[src/rtl/gpu_pkg.sv]
// Shared types and helpers for the block dispatcher and its per-core slots.
package gpu_pkg;

    typedef enum logic [1:0] {FREE, ASSIGN, RUN} slot_state_t;
    typedef enum logic [1:0] {IDLE, DISPATCH, DONE} disp_state_t;

    function automatic int ceil_div(input int num, input int den);
        return (num + den - 1) / den;
    endfunction

    // Width that can hold any block size from 0 up to THREADS_PER_BLOCK.
    function automatic int tpb_bits(input int threads_per_block);
        return $clog2(threads_per_block + 1);
    endfunction

endpackage

[src/rtl/dispatch_slot.sv]
// One dispatch slot per core: walks FREE -> ASSIGN -> RUN and holds the block it was handed.
module dispatch_slot
    import gpu_pkg::*;
#(
    parameter int THREAD_COUNT_BITS = 8,
    parameter int TPB_BITS          = 3
) (
    input  logic                         clk,
    input  logic                         reset,
    input  logic                         issue,
    input  logic [THREAD_COUNT_BITS-1:0] issue_id,
    input  logic [TPB_BITS-1:0]          issue_count,
    input  logic                         core_done,
    output logic                         core_reset,
    output logic                         core_start,
    output logic [THREAD_COUNT_BITS-1:0] block_id,
    output logic [TPB_BITS-1:0]          thread_count,
    output logic                         slot_free,
    output logic                         complete
);

    slot_state_t state, state_next;

    always_ff @(posedge clk or negedge reset) begin
        if (!reset) begin
            state        <= FREE;
            block_id     <= '0;
            thread_count <= '0;
        end else begin
            state <= state_next;
            if (issue && state == FREE) begin
                block_id     <= issue_id;
                thread_count <= issue_count;
            end
        end
    end

    // core_done only counts while RUN, so a level left over from the last block is ignored.
    always_comb begin
        state_next = state;
        core_reset = 1'b0;
        core_start = 1'b0;
        slot_free  = 1'b0;
        complete   = 1'b0;
        case (state)
            FREE: begin
                slot_free = 1'b1;
                if (issue) state_next = ASSIGN;
            end
            ASSIGN: begin
                core_reset = 1'b1;
                state_next = RUN;
            end
            RUN: begin
                core_start = 1'b1;
                if (core_done) begin
                    complete   = 1'b1;
                    state_next = FREE;
                end
            end
            default: state_next = FREE;
        endcase
    end

endmodule

[src/rtl/dispatch_unit.sv]
// Block dispatcher: holds the thread-count DCR, splits the kernel into blocks and feeds free cores.
module dispatch_unit
    import gpu_pkg::*;
#(
    parameter int NUM_CORES         = 2,
    parameter int THREADS_PER_BLOCK = 4,
    parameter int THREAD_COUNT_BITS = 8,
    localparam int TPB_BITS         = tpb_bits(THREADS_PER_BLOCK)
) (
    input  logic                                   clk,
    input  logic                                   reset,
    input  logic                                   start,
    output logic                                   done,
    input  logic                                   device_control_write_enable,
    input  logic [THREAD_COUNT_BITS-1:0]           device_control_data,
    output logic [NUM_CORES-1:0]                   core_reset,
    output logic [NUM_CORES-1:0]                   core_start,
    output logic [NUM_CORES*THREAD_COUNT_BITS-1:0] core_block_id,
    output logic [NUM_CORES*TPB_BITS-1:0]          core_thread_count,
    input  logic [NUM_CORES-1:0]                   core_done
);

    disp_state_t                  state, state_next;
    logic [THREAD_COUNT_BITS-1:0] dcr;
    logic                         start_q;
    logic [THREAD_COUNT_BITS:0]   next_block;
    logic [THREAD_COUNT_BITS:0]   blocks_done;
    logic [THREAD_COUNT_BITS:0]   total_blocks;
    logic [THREAD_COUNT_BITS:0]   last_block;
    logic [THREAD_COUNT_BITS:0]   complete_count;
    logic [TPB_BITS-1:0]          issue_count;
    logic [NUM_CORES-1:0]         slot_free;
    logic [NUM_CORES-1:0]         slot_complete;
    logic [NUM_CORES-1:0]         issue_vec;
    logic                         start_rise;
    logic                         launch;
    logic                         found;
    int                           last_size;

    assign start_rise   = start & ~start_q;
    assign launch       = start_rise && (state != DISPATCH);
    assign done         = (state == DONE);
    assign total_blocks = (THREAD_COUNT_BITS+1)'(ceil_div(int'(dcr), THREADS_PER_BLOCK));
    assign last_block   = total_blocks - 1'b1;
    assign last_size    = int'(dcr) - int'(last_block) * THREADS_PER_BLOCK;
    assign issue_count  = (next_block == last_block) ? TPB_BITS'(last_size)
                                                     : TPB_BITS'(THREADS_PER_BLOCK);

    always_ff @(posedge clk or negedge reset) begin
        if (!reset) begin
            state       <= IDLE;
            dcr         <= '0;
            start_q     <= 1'b0;
            next_block  <= '0;
            blocks_done <= '0;
        end else begin
            state   <= state_next;
            start_q <= start;
            if (device_control_write_enable && state != DISPATCH)
                dcr <= device_control_data;
            if (launch) begin
                next_block  <= '0;
                blocks_done <= '0;
            end else begin
                if (|issue_vec) next_block <= next_block + 1'b1;
                blocks_done <= blocks_done + complete_count;
            end
        end
    end

    always_comb begin
        state_next = state;
        case (state)
            IDLE:     if (start_rise) state_next = DISPATCH;
            DISPATCH: if (blocks_done == total_blocks) state_next = DONE;
            DONE:     if (start_rise) state_next = DISPATCH;
            default:  state_next = IDLE;
        endcase
    end

    // One issue per cycle, lowest-index free slot wins; completions may land on any number of slots.
    always_comb begin
        issue_vec      = '0;
        found          = 1'b0;
        complete_count = '0;
        for (int c = 0; c < NUM_CORES; c++) begin
            if (state == DISPATCH && next_block < total_blocks && !found && slot_free[c]) begin
                issue_vec[c] = 1'b1;
                found        = 1'b1;
            end
            complete_count = complete_count + {{THREAD_COUNT_BITS{1'b0}}, slot_complete[c]};
        end
    end

    for (genvar c = 0; c < NUM_CORES; c++) begin : g_slot
        dispatch_slot #(
            .THREAD_COUNT_BITS(THREAD_COUNT_BITS),
            .TPB_BITS         (TPB_BITS)
        ) u_slot (
            .clk         (clk),
            .reset       (reset),
            .issue       (issue_vec[c]),
            .issue_id    (next_block[THREAD_COUNT_BITS-1:0]),
            .issue_count (issue_count),
            .core_done   (core_done[c]),
            .core_reset  (core_reset[c]),
            .core_start  (core_start[c]),
            .block_id    (core_block_id[c*THREAD_COUNT_BITS +: THREAD_COUNT_BITS]),
            .thread_count(core_thread_count[c*TPB_BITS +: TPB_BITS]),
            .slot_free   (slot_free[c]),
            .complete    (slot_complete[c])
        );
    end

endmodule
[config.mk]
export PLATFORM = sky130hd
export DESIGN_NAME = dispatch_unit
export DESIGN_NICKNAME = d
export VERILOG_FILES = /design/src/rtl/gpu_pkg.sv /design/src/rtl/dispatch_slot.sv /design/src/rtl/dispatch_unit.sv
export SDC_FILE = /design/constraint.sdc
export NUM_CORES = 1
export LEC_CHECK = 0
export CORE_UTILIZATION = 35
export CTS_CLUSTER_DIAMETER = 40
export DETAILED_ROUTE_END_ITERATION = 6
export PLACE_DENSITY = 0.57
export SYNTH_ARGS = -nofsm -noshare
export SYNTH_HDL_FRONTEND = slang
export SYNTH_HIERARCHICAL = 1
export SYNTH_SLANG_ARGS = --single-unit
[constraint.sdc]
create_clock -name clk -period 4.25 [get_ports clk]
set_clock_uncertainty 0.05 [all_clocks]
set_input_delay 0.85 -clock clk [delete_from_list [all_inputs] [get_ports clk]]
set_output_delay 0.85 -clock clk [all_outputs]
set_load 0.01 [all_outputs]
==> flow_summary.yaml, run 1 <==
run_status:
  outcome: "finished, final reports clean"
job:
  drv_cap: 0
yosys:
  syn_nets: 302
  synth_area_leaders: "dfrtp_1, mux2_2, ha_1"
  synth_edf_count: 0
  yosysMostFrequentCell: "dfrtp_1"
  synthArstFlopShare_pct: 100
  ys_seq_elements: 55
  synth_top_area_share_pct: 44.3
  ys_seq_area_share_pct: 44.3
  synthesis.instances: 276
  yosys_warnings: 6
  ys_types: 47
  syn_area_um2: 3100
  ys_top_cells_by_count: "dfrtp_1, mux2_2, nor2_1"
  synth_largest_area_cell: "dfrtp_1"
  synthFlopType: "dfrtp_1"
  avgSynthCellArea_um2: 11.2
power:
  seqPwrFrac_pct: 34.6
  leakagePower_uw: 0.00163
  p_sw_share_pct: 41.8
  ir_drop_v: 0.000322
  intPower_uw: 1640
  pwr-share-comb_pct: 54.2
  power_density_nw_per_um2: 771
  p_clk_share_pct: 11.2
  switching_power_uw: 1180
global_route:
  grt_max_degree: 33
  grt_first_pass_wirelength_um: 10400
  grt_pass1_vias: 2051
  use_met2_pct: 23.6
  grtUsageTotal_pct: 14.7
  antenna_found_initial: 0
  busiest_layer: "met2"
  grt.met3_usage_pct: 2.84
  grt_overflow_total: 0
  grtUsageMet1_pct: 20.5
critical_path:
  cpLargestDelayFamily: "compound AO/OA/AOI/OAI gates"
  crit_fanout: 12
  crit_slowest_cell: "dfrtp_1"
  cp.required_ns: 4.41
  r2r_end: "g_slot[1].u_slot/block_id[4]"
  critical_path_depth: 13
  crit_arrival_ns: 3.69
  slowest_delay_ns: 0.47
  rr_worst_depth: 13
  cp-start-kind: "register"
  r2r-start: "dcr[0]"
  worstSetupStartpoint: "dcr[0]"
  endpoint_kind: "register"
  regToRegSetupSlack_ns: 0.73
  worstSetupPathType: "register to register"
  cpMostUsedCell: "a21oi_1"
  crit_end: "g_slot[1].u_slot/block_id[4]"
  path_cells: "o211ai_4 -> nor2_1 -> xnor2_1 -> ha_1 -> o21ai_0 -> a21oi_1 -> o31a_1 -> maj3_2 -> a21oi_1 -> and3b_1 -> nor3b_2 -> buf_4 -> mux2_2"
  timing.critical_path.buf_inv: 1
cts:
  cts-hold-fix-buffers: 0
  clkSlewWorstSetupHoldPaths_ns: 0.11
  cts_buffers: 5
  tritoncts: "yes"
  cts_setup_buffers: 0
  h-tree-depth: 2
  clk-insertion-delay-late_ns: 0.33
  clockBufferDepth: 2
  root_buffer: "clkbuf_8"
  cts.repair.resized: 0
  cts_sinks: 55
timing:
  fin_crit_ns: 3.52
  rsz0062_at_grt: "no"
  relSlewSlack_pct: 64.6
  finalCritPeriodShare_pct: 82.9
  drv_slew: 0
  setup_tns_ns: 0
  worstMarginPinSlew_ns: 0.531
  setup_viol: 0
  max_freq_mhz: 284
  fin_ws_ns: 0.728
  hold_viol: 0
die:
  die_h_um: 96.2
  num_io_pins: 41
  start_util_pct: 37.0
  placementRows: 33
  core-area_um2: 8380
  die-area_um2: 9250
  dieWidth_um: 96.2
place:
  place.gp.congestion: 0.808
  port_buffers: 40
  dp_hpwl_um: 4730
  dp_worst_setup_slack_ns: 0.742
detailed_routing:
  routed_wl_um: 6230
  drtPass1Iterations: 4
  drtAntennaViolNets: 0
  detail_route.vias_per_cell: 4.95
  vias: 2100
  drc: 0
  post_drt_wl_per_cell_um: 14.7
  initialDrtViolationCount: 82
final_layout:
  drive_above_1_share_pct: 16.0
  layout.nets: 344
  area_delta_synth_final_pct: 17.5
  antennaDiodeCount: 0
hold_path:
  hold_class: "input port to async pin"
## through the flow
stage	instance area, um2	cells	total power (uW)	util, %	hold WS (ns)
after detailed placement	3550	416	2520	42.4	0.446
after global placement	3550	416	2490	42.4	0.441
after global routing	3650	424	3050	43.5	0.481
final	3650	424	2810	43.5	0.441
after floorplan	3100	276	2130	-	0.456
after CTS	3650	424	2850	43.5	0.465
## power groups by stage
stage / clock network [uW] / registers (uW) / logic, uW
final: 315 / 972 / 1530
after global routing: 341 / 1010 / 1700
after CTS: 323 / 974 / 1550
after detailed placement: 0 / 982 / 1530
after global placement: 0 / 980 / 1510
after floorplan: 0 / 923 / 1210
## registers in the layout, indices dropped and copies added (netlist names)
| name | count |
|---|---|
| state | 2 |
| g_slot.u_slot/thread_count | 6 |
| g_slot.u_slot/state | 4 |
| dcr | 8 |
| start_q | 1 |
| g_slot.u_slot/block_id | 16 |
| blocks_done | 9 |
| next_block | 9 |
## area by class of cell
cell class,count,area [um2]
clock buffer,5,68.8
inverter,14,52.6
multi-input combinational,199,1570
tap,105,131
clock inverter,3,27.5
sequential,55,1380
fill,823,4730
timing repair buffer,43,418
## routing by layer
layer  routed length [um]  vias to the layer above
met5                    0                        -
met4                   61                        0
met3                  196                        5
met2                 2870                       31
met1                 3100                     1024
li1                     -                     1040
## cell usage in the layout (no fill, tap or decap), types with 4 or more instances in the layout
cell type        Yosys  final
a21oi_1              4      4
and2_1               9      9
clkbuf_8             0      5
clkdlybuf4s50_1      0     39
dfrtp_1             55     55
ha_1                11     11
inv_1               14     14
mux2_2              30     30
mux2i_1              8      8
nand2_1             16     16
nand3_1              8      8
nand4_1              4      4
nor2_1              26     26
o21ai_0              7      7
xnor2_1             14     14
xor2_1              12     12
## how the worst min path moves through the flow
stage,from,endpoint,cells after the start
floorplan,blocks_done[8],blocks_done[8],2
global placement,g_slot[1].u_slot/block_id[2],g_slot[1].u_slot/block_id[2],1
detailed placement,g_slot[1].u_slot/block_id[3],g_slot[1].u_slot/block_id[3],1
CTS,reset,dcr[3],1
global route,g_slot[1].u_slot/block_id[5],g_slot[1].u_slot/block_id[5],1
finish,reset,dcr[3],1
## cells by family after synthesis
logic type      Yosys count  synth area share, %
simple gates             91                 15.7
mux                      38                 13.5
buf+inv                  22                 5.00
xor+xnor                 26                 7.34
flops                    55                 44.3
compound gates           30                 8.38
fa+ha+maj                14                 5.76
Power figures use the tool's default switching activity.
==> run 2: changes to the inputs <==
--- a/config.mk
+++ b/config.mk
@@ -8,7 +8,7 @@
 export CORE_UTILIZATION = 35
 export CTS_CLUSTER_DIAMETER = 40
 export DETAILED_ROUTE_END_ITERATION = 6
-export PLACE_DENSITY = 0.57
+export PLACE_DENSITY = 0.59
 export SYNTH_ARGS = -nofsm -noshare
 export SYNTH_HDL_FRONTEND = slang
 export SYNTH_HIERARCHICAL = 1
==> constraint.sdc (replaced) <==
create_clock -name clk -period 3 [get_ports clk]
set_clock_uncertainty 0.05 [all_clocks]
set_input_delay 0.6 -clock clk [delete_from_list [all_inputs] [get_ports clk]]
set_output_delay 0.6 -clock clk [all_outputs]
set_load 0.01 [all_outputs]
==> flow_summary.yaml, run 2 (synthesized netlist as in run 1, its figures left out) <==
critical_path:
  crit_fanout: 7
  cp-start-kind: "register"
  endpoint_kind: "register"
  cpLargestDelayFamily: "compound AO/OA/AOI/OAI gates"
  crit_arrival_ns: 3.25
  r2r_end: "g_slot[1].u_slot/block_id[7]"
  critical_path_depth: 13
  worstSetupPathType: "register to register"
  slowest_delay_ns: 0.46
  cp.required_ns: 3.15
  r2r-start: "dcr[1]"
  regToRegSetupSlack_ns: -0.10
  crit_slowest_cell: "dfrtp_2"
  rr_worst_depth: 13
  cpMostUsedCell: "a21oi_2"
  worstSetupStartpoint: "dcr[1]"
  crit_end: "g_slot[1].u_slot/block_id[7]"
  timing.critical_path.buf_inv: 1
  path_cells: "o211ai_4 -> nor2_2 -> xnor2_2 -> ha_1 -> o21ai_2 -> a21oi_2 -> o31a_1 -> maj3_2 -> a21oi_2 -> and3b_1 -> nor3b_4 -> buf_6 -> mux2_2"
timing:
  rsz0062_at_grt: "yes"
  fin_ws_ns: -0.102
  relSlewSlack_pct: 52.9
  max_freq_mhz: 322
  worstMarginPinSlew_ns: 0.706
  setup_tns_ns: -1.51
  finalCritPeriodShare_pct: 103
  setup_viol: 22
  hold_viol: 0
  drv_slew: 0
  fin_crit_ns: 3.10
cts:
  h-tree-depth: 2
  clk-insertion-delay-late_ns: 0.32
  root_buffer: "clkbuf_8"
  clockBufferDepth: 2
  cts_buffers: 5
  cts_sinks: 55
  tritoncts: "yes"
  clkSlewWorstSetupHoldPaths_ns: 0.10
final_layout:
  area_delta_synth_final_pct: 28.8
  fill_cells: 773
  largest_reg_flops: 16
  layout.nets: 373
  top_register: "g_slot.u_slot/block_id"
  fin_area_um2: 4000
  largestRegisters: "g_slot.u_slot/block_id (16), blocks_done (9), next_block (9)"
  layout_common_cells: "dfrtp_1, clkdlybuf4s50_1, buf_4"
  drive_above_1_share_pct: 26.1
  layout_commonest_cell: "dfrtp_1"
  antennaDiodeCount: 0
die:
  dieWidth_um: 96.2
  die-area_um2: 9250
  core-area_um2: 8380
  start_util_pct: 37.0
  placementRows: 33
  die_h_um: 96.2
  num_io_pins: 41
global_route:
  antenna_found_initial: 0
  grt_max_degree: 56
  grt_overflow_total: 0
  grt_first_pass_wirelength_um: 11200
  grt_pass1_vias: 2240
  grtUsageTotal_pct: 15.9
run_status:
  violations: "setup timing"
  outcome: "finished, violations left"
detailed_routing:
  drc: 0
  vias: 2262
  detail_route.vias_per_cell: 4.99
  initialDrtViolationCount: 85
  drtAntennaViolNets: 0
  post_drt_wl_per_cell_um: 14.6
  drtPass1Iterations: 4
  routed_wl_um: 6630
power:
  seqPwrFrac_pct: 28.1
  switching_power_uw: 1840
  pwr-share-comb_pct: 62.7
  p_clk_share_pct: 9.3
  ir_drop_v: 0.000638
  leakagePower_uw: 0.00183
  intPower_uw: 2800
  power_density_nw_per_um2: 1160
  p_sw_share_pct: 39.7
hold_path:
  hold_class: "input port to async pin"
place:
  port_buffers: 40
  dpl_cell_area_um2: 3810
  dp_hpwl_um: 5020
  dp_worst_setup_slack_ns: -0.223
  place.gp.congestion: 0.812
job:
  drv_cap: 0
-- run 2: cell types whose count changed in the layout (fill, tap and decap cells not counted), moves of 3 or more --
| cell | before | now |
|---|---|---|
| mux2_2 | 30 | 15 |
| mux2_4 | 0 | 15 |
| buf_4 | 3 | 29 |
| xnor2_1 | 14 | 11 |
| xnor2_2 | 0 | 3 |
-- run 2: worst register-to-register path: cells and delay by family, from the launching register on --
| family | cells | cell delay [ns] |
|---|---|---|
| buf+inv | 1 | 0.16 |
| compound gates | 5 | 0.78 |
| flops | 1 | 0.46 |
| simple gates | 3 | 0.46 |
| mux | 1 | 0.33 |
| fa+ha+maj | 2 | 0.61 |
| xor+xnor | 1 | 0.15 |
-- run 2: final cells by class --
class | instances | area, um2 | share of cell area, %
Clock buffer | 5 | 68.8 | 1.72
Clock inverter | 3 | 25.0 | 0.626
Inverter | 14 | 52.6 | 1.31
Multi-Input combinational cell | 199 | 1690 | 42.2
Sequential cell | 55 | 1380 | 34.5
Tap cell | 105 | 131 | 3.29
Timing Repair Buffer | 72 | 656 | 16.4
-- run 2: stage by stage --
stage	std cells	util, %	power, uW	hold WS, ns
floorplan	276	-	3130	0.254
global placement	443	45.5	4000	0.443
detailed placement	443	45.5	4060	0.447
CTS	453	47.5	4660	0.396
global route	453	47.7	5020	0.440
finish	453	47.7	4640	0.339
-- run 2: layer usage --
layer	global-route usage, %	share of wire, %	up-vias
met5	0	0	-
met4	3.73	0.78	0
met3	2.53	3.9	7
met2	25.2	45	33
met1	22.8	51	1120
li1	-	-	1102
-- run 2: timing repair --
action	in CTS	in global routing
buffers inserted	2	0
hold endpoints to repair	0	0
pin swaps	5	6
setup endpoints to repair	22	26
gates resized for setup	14	6
hold buffers	0	0
-- run 2: worst min path at each step --
| stage | from | endpoint | slack (ns) | cells after the start |
|---|---|---|---|---|
| after floorplan | reset | blocks_done[0] | 0.25 | 0 |
| after global placement | g_slot[0].u_slot/block_id[5] | g_slot[0].u_slot/block_id[5] | 0.44 | 1 |
| after detailed placement | g_slot[0].u_slot/block_id[6] | g_slot[0].u_slot/block_id[6] | 0.45 | 1 |
| after CTS | reset | g_slot[0].u_slot/thread_count[0] | 0.40 | 2 |
| after global routing | reset | blocks_done[8] | 0.44 | 2 |
| final | reset | blocks_done[4] | 0.34 | 2 |
-- run 2: power by group through the flow --
stage | logic, uW | clock network [uW] | registers (uW)
CTS | 2920 | 443 | 1300
global route | 3210 | 465 | 1350
finish | 2910 | 429 | 1300
floorplan | 1810 | 0 | 1320
detailed placement | 2750 | 0 | 1300
global placement | 2700 | 0 | 1300
==> run 3: changes to the inputs <==
--- a/config.mk
+++ b/config.mk
@@ -5,10 +5,12 @@
 export SDC_FILE = /design/constraint.sdc
 export NUM_CORES = 1
 export LEC_CHECK = 0
+export CAP_MARGIN = 20
 export CORE_UTILIZATION = 35
 export CTS_CLUSTER_DIAMETER = 40
 export DETAILED_ROUTE_END_ITERATION = 6
 export PLACE_DENSITY = 0.59
+export SKIP_CTS_REPAIR_TIMING = 1
 export SYNTH_ARGS = -nofsm -noshare
 export SYNTH_HDL_FRONTEND = slang
 export SYNTH_HIERARCHICAL = 1
==> flow_summary.yaml, run 3 (synthesized netlist as in run 1, its figures left out) <==
detailed_routing:
  vias: 2269
  post_drt_wl_per_cell_um: 14.7
  routed_wl_um: 6670
  detail_route.vias_per_cell: 5.01
  drtPass1Iterations: 4
  drc: 0
  initialDrtViolationCount: 87
  drtAntennaViolNets: 0
cts:
  cts_sinks: 55
  root_buffer: "clkbuf_8"
  clk-insertion-delay-late_ns: 0.31
  cts_buffers: 5
  clkSlewWorstSetupHoldPaths_ns: 0.11
  h-tree-depth: 2
  clockBufferDepth: 2
  tritoncts: "yes"
timing:
  worstMarginPinSlew_ns: 0.714
  drv_slew: 0
  fin_crit_ns: 3.11
  hold_viol: 0
  finalCritPeriodShare_pct: 104
  whs_ns: 0.357
  rsz0062_at_grt: "yes"
  fin_ws_ns: -0.106
  max_freq_mhz: 322
  relSlewSlack_pct: 52.4
  setup_viol: 22
power:
  power_density_nw_per_um2: 1160
  leakagePower_uw: 0.00181
  ir_drop_v: 0.000630
global_route:
  grtUsageTotal_pct: 15.8
  grt_first_pass_wirelength_um: 11100
  antenna_found_initial: 0
  grt_overflow_total: 0
  grt_pass1_vias: 2256
  grt_max_degree: 56
job:
  drv_cap: 0
final_layout:
  layout_common_cells: "dfrtp_1, clkdlybuf4s50_1, buf_4"
  largestRegisters: "g_slot.u_slot/block_id (16), blocks_done (9), next_block (9)"
  antennaDiodeCount: 0
  area_delta_synth_final_pct: 27.7
  top_register: "g_slot.u_slot/block_id"
  largest_reg_flops: 16
  fin_area_um2: 3960
  layout_commonest_cell: "dfrtp_1"
  layout.nets: 373
  drive_above_1_share_pct: 25.6
hold_path:
  hold_class: "input port to async pin"
die:
  core-area_um2: 8380
  die_h_um: 96.2
  dieWidth_um: 96.2
  start_util_pct: 37.0
  num_io_pins: 41
  die-area_um2: 9250
  placementRows: 33
run_status:
  outcome: "finished, violations left"
  violations: "setup timing"
critical_path:
  endpoint_kind: "register"
  cp-start-kind: "register"
  crit_fanout: 7
  cp.required_ns: 3.16
  worstSetupPathType: "register to register"
  crit_arrival_ns: 3.27
  rr_worst_depth: 13
place:
  port_buffers: 40
  dpl_cell_area_um2: 3810
  place.gp.congestion: 0.812
  dp_hpwl_um: 5020
## run 3: cell counts in the layout (fill, tap and decap cells not counted)
No cell type changed its count.
## run 3: layout make-up
class                   instances  area, um2
clock buffers                   5       68.8
clock inverters                 3       25.0
fillers                       778       4420
inverters                      14       52.6
multi-input cells             199       1650
flip-flops and latches         55       1380
well taps                     105        131
repair buffers                 72        656
## run 3: metal layers
metal	up-vias	GRT usage, %	share of wire, %
li1	1108	-	-
met1	1118	22.4	50
met2	38	25.2	45
met3	5	2.69	3.8
met4	0	3.86	0.58
met5	-	0	0
## run 3: path summary, 6_finish.rpt
| check | slack (ns) | to | from |
|---|---|---|---|
| worst max-delay path | -0.11 | g_slot[1].u_slot/block_id[1] | dcr[0] |
| worst min-delay path | 0.36 | blocks_done[4] | reset |
| worst max register to register | -0.11 | g_slot[1].u_slot/block_id[1] | dcr[0] |
| worst min register to register | 0.47 | g_slot[0].u_slot/block_id[5] | g_slot[0].u_slot/block_id[5] |
| max in group asynchronous | 2.01 | dcr[0] | reset |
| min in group clk | 0.47 | g_slot[0].u_slot/block_id[5] | g_slot[0].u_slot/block_id[5] |
## run 3: where the power goes
part,switching (uW),internal (uW)
Sequential,276,1020
Combinational,1290,1570
Clock,261,168
Total,1830,2760
## run 3: metrics by stage
stage	total power, uW	std cells	setup slack, ns	utilization, %	setup TNS, ns
floorplan	3130	276	-0.169	-	-2.80
finish	4590	453	-0.106	47.3	-1.82
global placement	4000	443	-0.182	45.5	-3.39
detailed placement	4060	443	-0.223	45.5	-4.09
CTS	4500	451	-0.258	46.6	-4.86
global route	4960	453	-0.285	47.3	-5.53
## run 3: worst max-delay path: stages (launching register included)
cell	delay, ns
dfrtp_2	0.45
o211ai_4	0.26
nor2_2	0.08
xnor2_2	0.15
ha_1	0.31
o21ai_2	0.07
a21oi_2	0.05
o31a_1	0.25
maj3_2	0.32
a21oi_2	0.14
and3b_1	0.17
nor3b_4	0.22
buf_6	0.16
mux2_2	0.33
